===== config.mk =====
export PLATFORM = sky130hd
export DESIGN_NAME = booth_mul_seq
export DESIGN_NICKNAME = d
export VERILOG_FILES = /design/src/rtl/booth_mul_pkg.sv /design/src/rtl/booth_mul_seq_step.sv /design/src/rtl/booth_mul_seq.sv
export SDC_FILE = /design/constraint.sdc
export NUM_CORES = 1
export LEC_CHECK = 0
export ABC_CLOCK_PERIOD_IN_PS = 16800
export BUFFER_PORTS_ARGS = -buffer_cell sky130_fd_sc_hd__buf_2
export CORE_MARGIN = 5
export CORE_UTILIZATION = 51
export DETAILED_ROUTE_END_ITERATION = 16
export PLACE_DENSITY = 0.72
export SETUP_SLACK_MARGIN = 0.1
export SLEW_MARGIN = 20
export SYNTH_ARGS = -nofsm -noshare
export SYNTH_HDL_FRONTEND = slang
export SYNTH_SLANG_ARGS = --single-unit

===== constraint.sdc =====
create_clock -name clk -period 16.8 [get_ports clk]
set_clock_uncertainty 0.1 [all_clocks]
set_input_delay 2.52 -clock clk [delete_from_list [all_inputs] [get_ports clk]]
set_output_delay 2.52 -clock clk [all_outputs]
set_load 0.01 [all_outputs]

===== src/rtl/booth_mul_pkg.sv =====
// Shared types for the sequential Booth multiplier: controller states and Booth recoding.
package booth_mul_pkg;

    typedef enum logic {
        IDLE,
        CALC
    } state_t;

    typedef enum logic [1:0] {
        NOP = 2'd0,
        ADD = 2'd1,
        SUB = 2'd2
    } booth_op_t;

    // Radix-2 Booth recoding of the current multiplier bit and the bit shifted out before it.
    function automatic booth_op_t booth_op(input logic q0, input logic q_1);
        booth_op_t op;
        case ({q0, q_1})
            2'b01:   op = ADD;
            2'b10:   op = SUB;
            default: op = NOP;
        endcase
        return op;
    endfunction

endpackage


===== src/rtl/booth_mul_seq_step.sv =====
// One combinational radix-2 Booth iteration: conditional add/sub of M into A, then an
// arithmetic right shift of {A, Q, q_1}.
module booth_step
    import booth_mul_pkg::*;
#(
    parameter int unsigned WIDTH = 32,
    parameter int unsigned QW    = WIDTH
) (
    input  logic [WIDTH:0]  i_a,
    input  logic [QW-1:0]   i_q,
    input  logic            i_q_1,
    input  logic [WIDTH:0]  i_m,
    output logic [WIDTH:0]  o_a,
    output logic [QW-1:0]   o_q,
    output logic            o_q_1
);

    logic [WIDTH:0] w_sum;

    always_comb begin
        w_sum = i_a;
        case (booth_op(i_q[0], i_q_1))
            ADD:     w_sum = i_a + i_m;
            SUB:     w_sum = i_a - i_m;
            default: w_sum = i_a;
        endcase
        o_a   = {w_sum[WIDTH], w_sum[WIDTH:1]};
        o_q   = {w_sum[0], i_q[QW-1:1]};
        o_q_1 = i_q[0];
    end

endmodule


===== src/rtl/booth_mul_seq.sv =====
// Iterative radix-2 Booth multiplier, one step per clock, start/done handshake.
// Define BOOTH_MUL_UNSIGNED_EN to add i_is_signed and run WIDTH+1 steps on extended operands.
module booth_mul_seq
    import booth_mul_pkg::*;
#(
    parameter int unsigned WIDTH = 32,
    parameter int unsigned CNT_W = $clog2(WIDTH + 2)
) (
    input  logic                 clk,
    input  logic                 reset,
    input  logic                 i_start,
`ifdef BOOTH_MUL_UNSIGNED_EN
    input  logic                 i_is_signed,
`endif
    input  logic [WIDTH-1:0]     i_mplr,
    input  logic [WIDTH-1:0]     i_mcnd,
    output logic                 o_busy,
    output logic                 o_done,
    output logic [2*WIDTH-1:0]   o_product
);

`ifdef BOOTH_MUL_UNSIGNED_EN
    localparam int unsigned QW = WIDTH + 1;
`else
    localparam int unsigned QW = WIDTH;
`endif
    localparam int unsigned NSTEP = QW;
    // Number of A bits that land in the low 2*WIDTH bits of {A, Q}.
    localparam int unsigned AL    = 2 * WIDTH - QW;
    localparam logic [CNT_W-1:0] LAST = CNT_W'(NSTEP - 1);

    state_t               r_state;
    logic [WIDTH:0]       r_a;
    logic [QW-1:0]        r_q;
    logic                 r_q_1;
    logic [WIDTH:0]       r_m;
    logic [CNT_W-1:0]     r_count;
    logic                 r_busy;
    logic                 r_done;
    logic [2*WIDTH-1:0]   r_product;

    logic [WIDTH:0]       w_a_nxt;
    logic [QW-1:0]        w_q_nxt;
    logic                 w_q_1_nxt;
    logic [WIDTH:0]       w_m_ext;
    logic [QW-1:0]        w_q_ext;

`ifdef BOOTH_MUL_UNSIGNED_EN
    assign w_m_ext = {i_is_signed & i_mcnd[WIDTH-1], i_mcnd};
    assign w_q_ext = {i_is_signed & i_mplr[WIDTH-1], i_mplr};
`else
    assign w_m_ext = {i_mcnd[WIDTH-1], i_mcnd};
    assign w_q_ext = i_mplr;
`endif

    booth_step #(
        .WIDTH (WIDTH),
        .QW    (QW)
    ) u_step (
        .i_a   (r_a),
        .i_q   (r_q),
        .i_q_1 (r_q_1),
        .i_m   (r_m),
        .o_a   (w_a_nxt),
        .o_q   (w_q_nxt),
        .o_q_1 (w_q_1_nxt)
    );

    always_ff @(posedge clk or posedge reset) begin
        if (reset) begin
            r_state   <= IDLE;
            r_a       <= '0;
            r_q       <= '0;
            r_q_1     <= 1'b0;
            r_m       <= '0;
            r_count   <= '0;
            r_busy    <= 1'b0;
            r_done    <= 1'b0;
            r_product <= '0;
        end else begin
            r_done <= 1'b0;
            case (r_state)
                IDLE: begin
                    if (i_start) begin
                        r_a     <= '0;
                        r_q     <= w_q_ext;
                        r_q_1   <= 1'b0;
                        r_m     <= w_m_ext;
                        r_count <= '0;
                        r_busy  <= 1'b1;
                        r_state <= CALC;
                    end
                end
                CALC: begin
                    r_a     <= w_a_nxt;
                    r_q     <= w_q_nxt;
                    r_q_1   <= w_q_1_nxt;
                    r_count <= r_count + CNT_W'(1);
                    if (r_count == LAST) begin
                        r_product <= {w_a_nxt[AL-1:0], w_q_nxt};
                        r_done    <= 1'b1;
                        r_busy    <= 1'b0;
                        r_state   <= IDLE;
                    end
                end
                default: r_state <= IDLE;
            endcase
        end
    end

    assign o_busy    = r_busy;
    assign o_done    = r_done;
    assign o_product = r_product;

endmodule

After elaboration in Yosys (flattened, before gate mapping)

Cells that the tools add are included.
W data, S select, Z words.

Bits in registers: 171
Output and inout bits: 66
Bits of input ports: 67

Reductions and logical operators: 3
Add/subtract/negate cells: 3
Muxes and demuxes: 18
Bitwise logic cells: 1
Equality and inequality tests: 7

Operators by type and width:

| cell                  | count |
|---|---|
| $pmux W33 S2          | 2 |
| $pmux W32 S2          | 1 |
| $add A33 B33 Y33      | 1 |
| $mux W33              | 1 |
| $sub A33 B33 Y33      | 1 |
| $mux W32              | 1 |
| $pmux W6 S2           | 1 |
| $mux W1               | 7 |
| $add A6 B1 Y6 const B | 1 |
| $eq A6 B5 Y1 const B  | 1 |
| $mux W6               | 1 |
| $pmux W1 S2           | 3 |
| $reduce_and A2 Y1     | 3 |
| $eq A2 B1 Y1 const B  | 2 |
| $eq A2 B2 Y1 const B  | 2 |
| $pmux W2 S2           | 1 |
| $ne A2 B1 Y1 const B  | 1 |
| $ne A2 B2 Y1 const B  | 1 |
| $not A1 Y1            | 1 |

Depth between registers and ports, before layout

Gate-level depths: netlist (run 1).

Word-level depth: 5
Gate-level depth with buffers: 18

Cells and area by module

From an unflattened synthesis (run 1), not the netlist that was laid out.

Cells, all modules: 1,057
Area, all modules: 9,905.8 sq um

Modules (own cells, without submodules):

| module        | cells each | seq. area each (sq um) | area an instance (sq um) | times used |
|---|---|---|---|---|
| booth_mul_seq | 545        | 4,279.1                | 6,661.4                  | 1 |
| booth_step    | 512        | 0.0                    | 3,244.4                  | 1 |

Worst setup path after synthesis (run 1)

No wires, ideal clock.

Path type: register -> register
From: reg r_m[2]
To: reg r_product[63] (netlist: o_product[63])
Setup time: 0.132 ns
Clock period less this slack: 4.004 ns
Path buffers: 0
Path slack: 12.796 ns
Data required time: 16.568 ns
Stages on the path, launching flop included: 19
Arrival: 3.773 ns
Cells stage by stage: dfrtp_1 > or3_1 > or3_1 > nor2_1 > and2_1 > nand2_1 > nor3_2 > a21oi_1 > xnor2_1 > ha_1 > a21o_1 > nand2b_1 > o211ai_1 > a31oi_1 > a211oi_2 > a21oi_1 > mux2i_1 > xor2_1 > o21ai_1

Cells in the longest elaborated chain, start to end: 2

Ends and longest elaborated chain:

| element                                                     | RTL line                                           | RTL |
|---|---|---|
| from (decl)                                                 | booth_mul_seq.sv:36                                | `logic [WIDTH:0] r_m;` |
| from (signal assigned)                                      | booth_mul_seq.sv:88                                | `r_m <= w_m_ext;` |
| $sub A33 B33 Y33 / $add A33 B33 Y33 (equally long branches) | booth_mul_seq_step.sv:24, booth_mul_seq_step.sv:23 |  |
| $pmux W33 S2 (*)                                            | booth_mul_seq_step.sv:22                           | `case (booth_op(i_q[0], i_q_1))` |
| to (signal assigned)                                        | booth_mul_seq.sv:100                               | `r_product <= {w_a_nxt[AL-1:0], w_q_nxt};` |
| to (decl)                                                   | booth_mul_seq.sv:40                                | `logic [2*WIDTH-1:0] r_product;` |

Every way passes the cells marked *; elsewhere a longest branch is shown, timed or not.
A chain may end at the register's enable or synchronous reset.

Worst setup path after layout (run 1)

Ends and elaborated chain as after synthesis.

==> impl_metrics.yaml, run 1 <==
final_layout:
  final_common_cell: "nand2_1"
  n_antenna_cell: 0
  area_delta_synth_final_pct: 14.8
  fillers: 1623
  final_nets: 1283
  final_area_sq_mm: 0.0106
  drive_gt1_share_pct: 16.0
  most-common-layout-cells: "334 x nand2_1, 169 x dfrtp_1, 132 x buf_2, 98 x o21ai_0, 49 x a21oi_1"
  multi_input_area_sq_mm: 0.00469
  register_area_sq_mm: 0.00426
die:
  die-area_sq_mm: 0.0210
  core_sq_mm: 0.0179
  fp.dieH_um: 145
  initial_core_util_pct: 51.8
  ios: 133
  dieWidth_um: 145
  fp-row-count: 49
global_route:
  grt_pass1_wl_mm: 37.0
  grt_pass1_vias: 7412
  antenna_found_initial: 0
  overflow: 0
  grtUsageTotal_pct: 21.9
  grt_max_degree: 97
setup_path:
  crit_arrival_ns: 4.79
  critPathSlowestCell: "dfrtp_1"
  crit_type: "reg -> reg"
  path_cells: "or3_1, or3_1, nor2_1, and2_1, nand2_1, nor3_2, a21oi_1, xnor2_1, ha_1, a21o_1, nand2b_1, o211ai_1, a31oi_1, a211oi_2, a21oi_1, mux2i_1, xor2_1, o21ai_1"
  worstPathMaxFanout: 5
  reg2regPathDepth: 18
  cpPeakStageDelay_ns: 0.44
  cp-start-kind: "flop"
  required_ns: 16.98
  end_kind: "flop"
detailed_routing:
  drt-met1-wl_mm: 10.7
  top_layer: "met4"
  met3RoutedLength_mm: 1.62
  met2_length_mm: 9.80
  vias_per_cell: 5.47
  via_count: 7781
  routed_wirelength_mm: 22.4
  drt_pre_antenna_iters: 5
  wl_per_cell_um: 15.8
  drtAntennaViolNets: 0
  drt-initial-drc-count: 574
  drc: 0
hold_path:
  min_path_type: "reg -> reg"
  holdPathStages: 2
clocking:
  postCtsResizedCells: 0
  postCtsSetupRepairBufs: 0
  clk_pin_slew_worst_paths_ns: 0.07
  worstSkewPairLatency_ns: 0.44
  tritoncts: "done"
  cts_buffers: 17
  cts.sinks: 170
  root_buffer: "clkbuf_16"
  clockBufferDepth: 2
  cts_hold_buf: 0
  ctsHtreeMaxLevel: 4
flow_run:
  maxCapViolations: 0
yosys:
  syn_avg_cell_area_sq_um: 8.60
  synth_cell_types: 53
  syn_nets: 1180
  ys_seq_area_share_pct: 45.9
  ys.flop_type: "dfrtp_1"
  async_reset_ff_share_pct: 100
  syn_inst: 1077
  synth_seq_cells: 170
  synth_area_sq_mm: 0.00927
  synth_edf_count: 0
  ys_warn_count: 0
sta:
  tightest_slew_ns: 1.01
  maxSlewHeadroom_pct: 32.9
  rsz0062_at_grt: "false"
  hold_viol: 0
  fmax_ghz: 0.217
  tns_ns: 0
  min_period_ns: 4.61
  drv_slew: 0
  min_period_over_period_pct: 27.4
  finalSetupViolations: 0
placed_design:
  gp_congestion: 0.920
  numPortBuffers: 132
  place_hpwl_mm: 15.3
  dpl_cell_area_sq_mm: 0.0101
outcome:
  status: "finished clean"
==> final timing paths <==
kind / startpoint / to / slack (ns)
setup / recovery: r_m[2] / o_product[63] / 12.19
hold / removal: o_product[35] / o_product[35] / 0.37
setup reg to reg: r_m[2] / o_product[63] / 12.19
hold reg to reg: o_product[35] / o_product[35] / 0.37
max in group asynchronous: reset / r_state / 12.87
min in group asynchronous: reset / r_m[4] / 2.17
==> area by class of cell <==
type,instances,share of cell area [%]
sequential,170,40.0
inverter,27,1.00
timing repair buffer,141,6.84
tap,229,2.69
multi-input combinational,823,44.1
clock buffer,18,4.03
clock inverter,14,1.31
==> metrics by stage <==
stage	hold slack, ns	utilization, %	cells	worst slack, ns
global placement	0.354	56.3	1390	12.12
CTS	0.374	59.4	1422	12.26
global route	0.387	59.4	1422	11.95
finish	0.368	59.4	1422	12.19
floorplan	0.345	-	1077	9.58
detailed placement	0.357	56.3	1390	12.11
==> state kept, by name (all words and copies together), names as in the netlist <==
signal,cells
o_busy,1
r_m,32
o_done,1
r_q_1,1
r_q,32
r_state,1
r_a,32
r_count,6
o_product,64
==> synth_stat cells, drive strengths merged, types with 11 or more instances <==
library cell	n	area share, %
clkbuf	49	2.0
inv	26	1.1
xor2	16	1.5
dfrtp	170	46
o21ai	113	6.1
xnor2	41	3.9
nor3	17	0.97
and3	11	0.74
nor2	38	1.5
o22ai	12	0.81
a21o	13	1.1
a21oi	49	2.6
a31oi	12	0.81
mux2i	43	4.6
ha	35	4.7
nand2	334	14
==> logic make-up after synthesis <==
| family | synth area share (%) |
|---|---|
| compound gates | 14.8 |
| xor+xnor | 5.39 |
| fa+ha+maj | 4.94 |
| buf+inv | 3.46 |
| flops | 45.9 |
| mux | 5.13 |
| simple gates | 20.3 |
==> per-layer routing <==
metal  track usage [%]  vias up
met5                 0        -
met4              5.79        0
met3              3.71       26
met2              33.4      263
met1              32.5     3619
li1                  -     3873
==> worst max-delay path: cells and delay by family, from the launching register on <==
family | cells | cell delay (ns)
multiplexers | 1 | 0.27
flip-flops | 1 | 0.44
AO/OA/AOI/OAI | 7 | 1.13
AND/OR/NAND/NOR | 7 | 1.83
XOR/XNOR | 2 | 0.32
adder cells (fa/ha/maj) | 1 | 0.35
Power of run 1 is not shown: default switching activity piles up to over one toggle a cycle in this logic, so the estimate is an artifact.
==> run 2, diff against run 1 <==
--- a/config.mk
+++ b/config.mk
@@ -5,12 +5,13 @@
 export SDC_FILE = /design/constraint.sdc
 export NUM_CORES = 1
 export LEC_CHECK = 0
-export ABC_CLOCK_PERIOD_IN_PS = 16800
+export ABC_AREA = 1
+export ABC_CLOCK_PERIOD_IN_PS = 3800
 export BUFFER_PORTS_ARGS = -buffer_cell sky130_fd_sc_hd__buf_2
 export CORE_MARGIN = 5
 export CORE_UTILIZATION = 51
 export DETAILED_ROUTE_END_ITERATION = 16
-export PLACE_DENSITY = 0.72
+export PLACE_DENSITY = 0.75
 export SETUP_SLACK_MARGIN = 0.1
 export SLEW_MARGIN = 20
 export SYNTH_ARGS = -nofsm -noshare
==> constraint.sdc (replaced) <==
create_clock -name clk -period 3.8 [get_ports clk]
set_clock_uncertainty 0.1 [all_clocks]
set_input_delay 0.57 -clock clk [delete_from_list [all_inputs] [get_ports clk]]
set_output_delay 0.57 -clock clk [all_outputs]
set_load 0.01 [all_outputs]
==> impl_metrics.yaml, run 2 <==
outcome:
  status: "finished clean"
detailed_routing:
  wl_per_cell_um: 15.6
  via_count: 9110
  drt-initial-drc-count: 672
  drc: 0
  drt_pre_antenna_iters: 6
  drtAntennaViolNets: 0
  routed_wirelength_mm: 27.4
  vias_per_cell: 5.20
global_route:
  antenna_found_initial: 0
  grt_pass1_wl_mm: 44.7
  grtUsageTotal_pct: 25.2
  grt_max_degree: 77
  grt_pass1_vias: 8602
  overflow: 0
die:
  die-area_sq_mm: 0.0224
  fp.dieH_um: 150
  ios: 133
  fp-row-count: 51
  initial_core_util_pct: 51.3
  dieWidth_um: 150
  core_sq_mm: 0.0193
sta:
  fmax_ghz: 0.293
  tightest_slew_ns: 0.907
  hold_viol: 0
  maxSlewHeadroom_pct: 39.4
  drv_slew: 0
  min_period_over_period_pct: 89.7
  finalSetupViolations: 0
  min_period_ns: 3.41
  rsz0062_at_grt: "false"
  tns_ns: 0
final_layout:
  final_nets: 1577
  largest_reg_flops: 64
  n_antenna_cell: 0
  most-common-layout-cells: "540 x nand2_1, 170 x dfrtp_1, 137 x inv_1, 132 x buf_2"
  area_delta_synth_final_pct: 15.0
  final_common_cell: "nand2_1"
  drive_gt1_share_pct: 14.5
yosys:
  synth_seq_cells: 170
  ys_top_cells_by_area: "dfrtp_1 43%, nand2_1 20%, inv_1 5.3%, ha_1 4.4%, o21ai_0 4.0%"
  ys.flop_type: "dfrtp_1"
  ys_top_cells_by_count: "540 x nand2_1, 170 x dfrtp_1, 139 x inv_1"
  synth_top_area_share_pct: 42.9
  ys_warn_count: 0
  yosysMostFrequentCell: "nand2_1"
  synth_area_sq_mm: 0.00992
  syn_inst: 1357
  syn_nets: 1460
  async_reset_ff_share_pct: 100
  synth_edf_count: 0
  ys_seq_area_share_pct: 42.9
  synth_cell_types: 47
  synth_largest_area_cell: "dfrtp_1"
  syn_avg_cell_area_sq_um: 7.31
setup_path:
  crit_type: "reg -> reg"
  path_cells: "inv_2, ha_1, nand2_1, nor2_2, nand2_1, o21ai_1, xnor2_1, inv_1, ha_1, a21oi_1, o21ai_0, a21oi_1, nor2_1, nor2_1, nand2_1, nand2_1, nand3_1, nand3_1, nand2_1"
  critPathSlowestCell: "dfrtp_1"
  critPathTopFamily: "simple AND/OR/NAND/NOR gates"
  crit_buf_inv: 2
  cp_num_cells: 19
  crit_arrival_ns: 3.64
  cpPeakStageDelay_ns: 0.40
  worstPathMaxFanout: 5
  reg2regPathDepth: 19
  cp-start-kind: "flop"
  end_kind: "flop"
  required_ns: 4.03
  cpMostUsedCell: "nand2_1"
placed_design:
  numPortBuffers: 132
  gp_congestion: 0.908
  place_hpwl_mm: 20.2
clocking:
  clockBufferDepth: 2
  cts_hold_buf: 0
  clk_pin_slew_worst_paths_ns: 0.07
  tritoncts: "done"
  ctsHtreeMaxLevel: 4
  root_buffer: "clkbuf_16"
  postCtsResizedCells: 0
  worstSkewPairLatency_ns: 0.44
  cts.sinks: 170
  postCtsSetupRepairBufs: 0
  cts_buffers: 17
flow_run:
  maxCapViolations: 0
hold_path:
  min_path_type: "in -> async"
==> run 2: changes by cell type after synthesis, moves of 34 or more <==
cell,delta
inv_1,+113
nand2_1,+206
nand3_1,+54
xnor2_1,-34
mux2i_1,-41
nor2_1,+42
==> run 2: worst paths after layout <==
check	from	slack (ns)	endpoint
max in group asynchronous	reset	2.50	r_m[19]
setup reg to reg	r_m[1]	0.39	o_product[60]
hold reg to reg	o_product[19]	0.37	o_product[19]
hold / removal	reset	0.22	r_q[28]
setup / recovery	r_m[1]	0.39	o_product[60]
min in group clk	i_mcnd[28]	0.22	r_m[28]
==> run 2: through the flow <==
step | instance area (sq um) | util (%) | cells | worst slack [ns] | hold slack [ns]
after global placement | 10800 | 56.0 | 1720 | 0.443 | 0.350
after detailed placement | 10800 | 56.0 | 1720 | 0.449 | 0.354
final | 11400 | 59.0 | 1752 | 0.390 | 0.216
after global routing | 11400 | 59.0 | 1752 | 0.117 | 0.213
after floorplan | 9930 | - | 1357 | 0.882 | 0.368
after CTS | 11400 | 59.0 | 1752 | 0.424 | 0.214
==> run 2: layer usage <==
metal | wire length [um] | up-vias | global-route usage [%]
met3 | 1510 | 25 | 4.54
met4 | 289 | 0 | 5.13
li1 | - | 4550 | -
met5 | 0 | - | 0
met1 | 13200 | 4290 | 38.5
met2 | 12300 | 245 | 37.9
==> run 2: cells by family after synthesis <==
| logic type | synth area share, % |
|---|---|
| buffers and inverters | 7.82 |
| flip-flops | 42.9 |
| AO/OA/AOI/OAI | 11.1 |
| multiplexers | 0.202 |
| XOR/XNOR | 2.82 |
| AND/OR/NAND/NOR | 30.6 |
| adder cells (fa/ha/maj) | 4.61 |
==> run 2: final cells by class <==
class	count	area, sq um
clock buffers	19	453
inverters	147	556
repair buffers	144	788
fillers	1824	7920
multi-input cells	994	4900
clock inverters	13	124
flip-flops and latches	170	4250
well taps	265	332
Power of run 2 is left out for the same reason.
